<file path="src/rtl/vlsu_pkg.sv">
// Shared types and address helpers for the strided vector load/store unit.
package vlsu_pkg;

  typedef enum logic [2:0] {
    IDLE,
    RD_ISSUE,
    RD_CAPT,
    WR,
    DONE
  } vlsu_state_e;

  // Row number of a byte address: drop the byte-within-row bits.
  function automatic logic [63:0] row_index(input logic [63:0] addr, input int row_lg);
    return addr >> row_lg;
  endfunction

  // Lane number inside the row: byte-within-row offset divided by the element size.
  function automatic logic [63:0] lane_index(input logic [63:0] addr, input int row_lg,
                                             input int eb_lg);
    return (addr & ((64'd1 << row_lg) - 64'd1)) >> eb_lg;
  endfunction

  // An element is misaligned when its address is not a multiple of the element size.
  function automatic logic misaligned(input logic [63:0] addr, input int eb_lg);
    return (addr & ((64'd1 << eb_lg) - 64'd1)) != 64'd0;
  endfunction

endpackage

</file>
<file path="src/rtl/vlsu_lane_sel.sv">
// Combinational lane helpers: pick a lane out of a row, drop a lane into a row,
// and build the byte-enable mask that covers one lane.
module vlsu_lane_sel #(
  parameter int LANES  = 16,
  parameter int LANE_W = 16,
  localparam int ROW_W = LANES * LANE_W,
  localparam int ROW_B = ROW_W / 8,
  localparam int EB    = LANE_W / 8,
  localparam int IW    = $clog2(LANES)
) (
  input  logic [ROW_W-1:0]  row,
  input  logic [IW-1:0]     ext_idx,
  output logic [LANE_W-1:0] ext_data,
  input  logic [ROW_W-1:0]  ins_row,
  input  logic [IW-1:0]     ins_idx,
  input  logic [LANE_W-1:0] ins_data,
  output logic [ROW_W-1:0]  ins_out,
  input  logic [IW-1:0]     mask_idx,
  output logic [ROW_B-1:0]  mask
);

  // Extract the addressed lane from a full row.
  always_comb begin
    ext_data = row[ext_idx*LANE_W +: LANE_W];
  end

  // Replace one lane of a row, leaving the others untouched.
  always_comb begin
    ins_out = ins_row;
    ins_out[ins_idx*LANE_W +: LANE_W] = ins_data;
  end

  // Enable exactly the EB bytes that belong to the selected lane.
  always_comb begin
    mask = '0;
    mask[mask_idx*EB +: EB] = '1;
  end

endmodule

</file>
<file path="src/rtl/vector_lsu_strided.sv">
// Vector load/store unit with unit-stride fast path, strided gather/scatter and
// per-element misalignment reporting, in front of a wide single-port RAM.
module vector_lsu_strided #(
  parameter int LANES  = 16,
  parameter int LANE_W = 16,
  parameter int RAM_AW = 14,
  parameter int ADDR_W = 32,
  localparam int ROW_W = LANES * LANE_W,
  localparam int ROW_B = ROW_W / 8,
  localparam int EB    = LANE_W / 8
) (
  input  logic              clk,
  input  logic              reset,
  input  logic              req_valid,
  output logic              req_ready,
  input  logic              req_write,
  input  logic              req_vector,
  input  logic              req_stride_en,
  input  logic [ADDR_W-1:0] req_stride,
  input  logic [ADDR_W-1:0] req_addr,
  input  logic [LANE_W-1:0] req_sdata,
  input  logic [ROW_W-1:0]  req_vdata,
  output logic              resp_valid,
  output logic              resp_err,
  output logic [LANE_W-1:0] resp_sdata,
  output logic [ROW_W-1:0]  resp_vdata,
  output logic              busy,
  output logic [RAM_AW-1:0] ram_addr,
  output logic [ROW_B-1:0]  ram_byteena,
  output logic [ROW_W-1:0]  ram_wdata,
  output logic              ram_wren,
  input  logic [ROW_W-1:0]  ram_rdata
);
  import vlsu_pkg::*;

  localparam int IW     = $clog2(LANES);
  localparam int ROW_LG = $clog2(ROW_B);
  localparam int EB_LG  = $clog2(EB);

  vlsu_state_e       state;
  logic [IW-1:0]     cnt;
  logic [ADDR_W-1:0] cur;
  logic [ADDR_W-1:0] step;
  logic              fast_q;
  logic              vector_q;
  logic              err_q;
  logic [ROW_W-1:0]  vdata_q;
  logic [ROW_W-1:0]  vacc;

  logic [ADDR_W-1:0] issue_addr;
  logic [RAM_AW-1:0] issue_row;
  logic [IW-1:0]     issue_lane;
  logic [IW-1:0]     cur_lane;
  logic [IW-1:0]     cnt_nxt;
  logic              issue_mis;
  logic              cur_mis;
  logic              acc_fast;
  logic              last_elem;
  logic [ADDR_W-1:0] acc_step;
  logic [LANE_W-1:0] st_elem;
  logic [LANE_W-1:0] ext_data;
  logic [LANE_W-1:0] cap_val;
  logic [ROW_W-1:0]  ins_out;
  logic [ROW_W-1:0]  vacc_next;
  logic [ROW_W-1:0]  wr_row;
  logic [ROW_B-1:0]  lane_mask;
  logic [ROW_B-1:0]  wr_be;

  assign busy = !req_ready;

  // The address about to be driven: the request base when idle, else the next element.
  assign issue_addr = (state == IDLE) ? req_addr : cur + step;
  assign issue_row  = RAM_AW'(row_index(64'(issue_addr), ROW_LG));
  assign issue_lane = IW'(lane_index(64'(issue_addr), ROW_LG, EB_LG));
  assign issue_mis  = misaligned(64'(issue_addr), EB_LG);
  assign cur_lane   = IW'(lane_index(64'(cur), ROW_LG, EB_LG));
  assign cur_mis    = misaligned(64'(cur), EB_LG);
  assign cnt_nxt    = cnt + IW'(1);
  assign last_elem  = (cnt == IW'(LANES - 1));

  // Scalars and row-aligned unit-stride vectors touch a single row; the rest go element by element.
  assign acc_fast = !req_vector || (!req_stride_en && (req_addr[ROW_LG-1:0] == '0));
  assign acc_step = (req_vector && req_stride_en) ? req_stride : ADDR_W'(EB);

  assign st_elem   = (state == IDLE) ? req_vdata[LANE_W-1:0] : vdata_q[cnt_nxt*LANE_W +: LANE_W];
  assign cap_val   = cur_mis ? '0 : ext_data;
  assign vacc_next = fast_q ? ram_rdata : ins_out;

  assign wr_row = (state == IDLE && !req_vector) ? {LANES{req_sdata}} :
                  (state == IDLE && acc_fast)    ? req_vdata : {LANES{st_elem}};
  assign wr_be  = (state == IDLE && req_vector && acc_fast) ? '1 :
                  issue_mis ? '0 : lane_mask;

  vlsu_lane_sel #(
    .LANES (LANES),
    .LANE_W(LANE_W)
  ) u_lane_sel (
    .row     (ram_rdata),
    .ext_idx (cur_lane),
    .ext_data(ext_data),
    .ins_row (vacc),
    .ins_idx (cnt),
    .ins_data(cap_val),
    .ins_out (ins_out),
    .mask_idx(issue_lane),
    .mask    (lane_mask)
  );

  // Request FSM with registered RAM strobes, element walker and response registers.
  always_ff @(posedge clk or posedge reset) begin
    if (reset) begin
      state       <= IDLE;
      cnt         <= '0;
      cur         <= '0;
      step        <= '0;
      fast_q      <= 1'b0;
      vector_q    <= 1'b0;
      err_q       <= 1'b0;
      vdata_q     <= '0;
      vacc        <= '0;
      req_ready   <= 1'b1;
      resp_valid  <= 1'b0;
      resp_err    <= 1'b0;
      resp_sdata  <= '0;
      resp_vdata  <= '0;
      ram_addr    <= '0;
      ram_byteena <= '0;
      ram_wdata   <= '0;
      ram_wren    <= 1'b0;
    end else begin
      case (state)
        IDLE: begin
          if (req_valid) begin
            req_ready <= 1'b0;
            cnt       <= '0;
            cur       <= req_addr;
            step      <= acc_step;
            fast_q    <= acc_fast;
            vector_q  <= req_vector;
            vdata_q   <= req_vdata;
            err_q     <= req_write && issue_mis;
            ram_addr  <= issue_row;
            if (req_write) begin
              state       <= WR;
              ram_wren    <= 1'b1;
              ram_byteena <= wr_be;
              ram_wdata   <= wr_row;
            end else begin
              state <= RD_ISSUE;
            end
          end
        end
        RD_ISSUE: begin
          state <= RD_CAPT;
        end
        RD_CAPT: begin
          vacc <= vacc_next;
          if (fast_q || last_elem) begin
            state      <= DONE;
            resp_valid <= 1'b1;
            resp_err   <= err_q || cur_mis;
            if (vector_q) resp_vdata <= vacc_next;
            else          resp_sdata <= cap_val;
          end else begin
            state    <= RD_ISSUE;
            cnt      <= cnt_nxt;
            cur      <= issue_addr;
            ram_addr <= issue_row;
            err_q    <= err_q || cur_mis;
          end
        end
        WR: begin
          if (fast_q || last_elem) begin
            state       <= DONE;
            ram_wren    <= 1'b0;
            ram_byteena <= '0;
            resp_valid  <= 1'b1;
            resp_err    <= err_q;
          end else begin
            cnt         <= cnt_nxt;
            cur         <= issue_addr;
            ram_addr    <= issue_row;
            ram_byteena <= wr_be;
            ram_wdata   <= wr_row;
            err_q       <= err_q || issue_mis;
          end
        end
        DONE: begin
          resp_valid <= 1'b0;
          req_ready  <= 1'b1;
          state      <= IDLE;
        end
        default: state <= IDLE;
      endcase
    end
  end

endmodule

</file>
<file path="config.mk">
export PLATFORM = sky130hd
export DESIGN_NAME = vector_lsu_strided
export DESIGN_NICKNAME = d
export VERILOG_FILES = /design/src/rtl/vlsu_pkg.sv /design/src/rtl/vlsu_lane_sel.sv /design/src/rtl/vector_lsu_strided.sv
export SDC_FILE = /design/constraint.sdc
export NUM_CORES = 2
export LEC_CHECK = 0
export CORE_AREA = 2 2 453 455
export DETAILED_ROUTE_END_ITERATION = 16
export DIE_AREA = 0 0 455 457
export GPL_TIMING_DRIVEN = 1
export SETUP_SLACK_MARGIN = 0.15
export SLEW_MARGIN = 20
export SYNTH_ARGS = -nofsm -noshare
export SYNTH_HDL_FRONTEND = slang
export SYNTH_SLANG_ARGS = --single-unit
</file>
<file path="constraint.sdc">
create_clock -name clk -period 40.4 [get_ports clk]
set_input_delay 8.08 -clock clk [delete_from_list [all_inputs] [get_ports clk]]
set_output_delay 8.08 -clock clk [all_outputs]
set_load 0.05 [all_outputs]
</file>
==> key figures <==
Setup path
  – Crit path from: reset
  – WP data arrival: 12940 ps
  – RR Endpoint: resp_vdata[105]
  – Kind of critical path: in -> async
  – WP data required: 41190 ps
  – Worst Setup End Kind: asynchronous set/reset pin
  – R2R depth: 8
  – Startpoint Class: input pin
  – Critical Path Fanout Max: 121
  – Register-to-register path setup slack: 35270 ps
  – Worst R2R Start: state[0]

Floorplanning
  – Starting Density: 27.5%
  – Die X: 455 µm
  – Cell Rows: ~170
  – Die Ht: 457 µm
  – # IOs: approximately 1200
  – Core area: roughly 200000 µm²
  – Die footprint: 208000 µm²

Logic synthesis
  – Mapped Avg Cell Area: between 9 and 10 µm²
  – Syn Inst Count: a little over 6000
  – Sequential fraction of the synthesis area: between 50% and 60%
  – Post-synth EDFFs: 0
  – Number of synthesized register bits: 1122
  – Commonest register cell after synthesis: dfrtp_1
  – Post-Syn Area: 55900 µm²
  – Asr flop ratio synth: 100%
  – Mapped Nets: around 6700
  – Distinct cells, synth: 83
  – Synthesis Warnings: 0

Detailed routing
  – Via Count: 55300
  – Final wirelength: approximately 320 mm
  – Initial DRC count: 6510
  – Residual DRC count: 0
  – Wirelength per Cell: 32.7 µm
  – Antenna-violating nets left: 0
  – First-pass DRT Iterations: 8
  – Via density per instance: 5.67

CTS
  – CTS max path bufs: 3
  – Setup Buffers After CTS: 0
  – CTS HTree Levels: 4
  – Clk slew on worst S/H paths: around 60 ps
  – # resized after CTS: 0
  – Worst skew pair latency: 800 ps
  – Sink Count: 1122
  – Root cell of the clock tree: clkbuf_16
  – CTS tree: yes
  – Post-CTS Hold Buffers: 0
  – Number of CTS-inserted buffers: 137

Final layout
  – Multi-input gate area: 25600 µm²
  – Most common cell after layout, fill and taps aside: nand2_1
  – Nets: 7521
  – Total area of sequential cells: 28100 µm²
  – Share of cells above drive strength 1: 9.13%
  – Highest-count cells in the layout ignoring fill and taps: nand2_1, clkdlybuf4s50_1, dfrtp_1
  – Area grow syn2layout: 33.4%
  – Filler cells: 20500

STA
  – Setup TNS: 0 ps
  – Fmax: 82.3 MHz
  – Worst Tran Pin Value: around 1200 ps
  – Final worst path period share: 30.1%
  – Fin. Hold Viols: 0
  – Minimum clock period: 12150 ps
  – RSZ-0062 raised after global routing: no
  – Slew HR: 21.5%
  – Fin worst setup slack: ~28000 ps
  – Layout Skew: 36.2 ps
  – Final slew viol count: 0
  – Final setup violation count: 0

Min path
  – Hold Path Origin: vdata_q[207]
  – Hold Path Depth: 2
  – Hold endpoint: vdata_q[207]
  – Worst Hold Class: reg -> reg

GRT
  – Aggregate global routing overflow: 0
  – Pin count of the biggest net entering global routing: roughly 190
  – Initial antenna violation count: 89
  – Total track usage: 29.7%
  – First-pass GRT wire length: 434 mm
  – Vias in the first global route: 54200

Power
  – VDD IR max: between 50 and 60 µV
  – Leak: slightly above 0.03 µW
  – Pwr dens: 102 nW/µm²

Run
  – Max_cap viols: 0

Outcome
  – Status: complete, no violations

Placed design
  – Port buffer count: 1150
  – Pre-CTS setup slack: 27280 ps
  – HPWL after detailed placement: 235 mm
  – Final GP Congestion: 0.987
[layout make-up]
cell class | count | share of cell area, %
flip-flops and latches | 1122 | 37.7
multi-input cells | 4335 | 34.3
repair buffers | 1280 | 16.9
clock buffers | 195 | 5.38
well taps | 2688 | 4.51
clock inverters | 47 | 0.880
diodes | 67 | 0.225
inverters | 21 | 0.126
[sequential cells by signal, indices dropped and copies added, names as in the netlist]
name / flops
state: 3
resp_vdata: 256
cnt: 4
cur: 19
ram_addr: 14
vdata_q: 256
resp_valid: 1
step: 19
ram_wren: 1
req_ready: 1
vector_q: 1
resp_sdata: 16
resp_err: 1
vacc: 256
ram_byteena: 16
fast_q: 1
ram_wdata: 256
err_q: 1
[cell families after synthesis]
group                    synth area share (%)
AND/OR/NAND/NOR                          16.5
AO/OA/AOI/OAI                            19.9
adder cells (fa/ha/maj)                 0.596
XOR/XNOR                                0.260
buffers and inverters                    4.52
flip-flops                               50.3
multiplexers                             7.95
[how the worst max path moves through the flow]
| stage | to | slack, ps | cells after the start |
|---|---|---|---|
| final | vacc[104] | 28250 | 6 |
| after CTS | vacc[104] | 28170 | 6 |
| after floorplan | cnt[0] | 730 | 1 |
| after global placement | vacc[107] | 27340 | 6 |
| after detailed placement | vacc[104] | 27280 | 6 |
| after global routing | vacc[104] | 27620 | 6 |
[metal layers]
metal,up-vias,part of all wire [%],global-route usage (%),routed length [µm]
li1,23400,-,-,-
met1,27700,34,32.5,109000
met2,3323,47,47.5,150000
met3,850,8.7,7.17,27700
met4,22,10,26.8,32000
met5,-,0.049,0,157
[through the flow]
stage | hold slack [ps] | cells | total power (µW) | utilization (%) | instance area [µm²]
6_report | 465 | 9755 | 7580 | 36.7 | 74500
5_1_grt | 484 | 9731 | 7910 | 36.6 | 74500
4_1_cts | 470 | 9688 | 7570 | 36.6 | 74400
3_5_place_dp | 458 | 9446 | 6240 | 34.3 | 69700
3_3_place_gp | 454 | 9443 | 6170 | 34.3 | 69600
2_1_floorplan | 440 | 6051 | 4590 | - | 55900
[where the power goes]
group / switching (µW) / internal (µW)
Sequential: 405 / 1670
Clock: 543 / 759
Combinational: 2860 / 1340
Total: 3810 / 3780
[worst max-delay path, stage by stage]
cell and delay, ps:
clkdlybuf4s50_1 490, inv_8 650, buf_4 860, buf_4 830, buf_4 900, buf_4 840
[Yosys cell counts, drive strengths merged (16+ instances only)]
cell type,n,share of area [%]
dfrtp,1121,50
inv,21,0.14
a211oi,39,0.52
a221oi,33,0.52
mux4,128,5.2
a21oi,560,5.0
a22o,16,0.25
buf,118,1.3
nor3,45,0.55
nor2,256,1.7
nand2,1315,8.8
clkbuf,455,3.1
o21ai,724,6.5
and3,59,0.66
mux2,44,0.95
nand2b,39,0.44
a221o,17,0.30
or3,187,2.1
o22ai,226,2.5
a22oi,69,1.0
ha,25,0.56
o221a,29,0.58
mux2i,93,1.8
nand3,170,1.5
o211ai,35,0.47
o221ai,52,0.82
a31oi,50,0.56
Note: power is estimated with default switching activity, not from simulation.
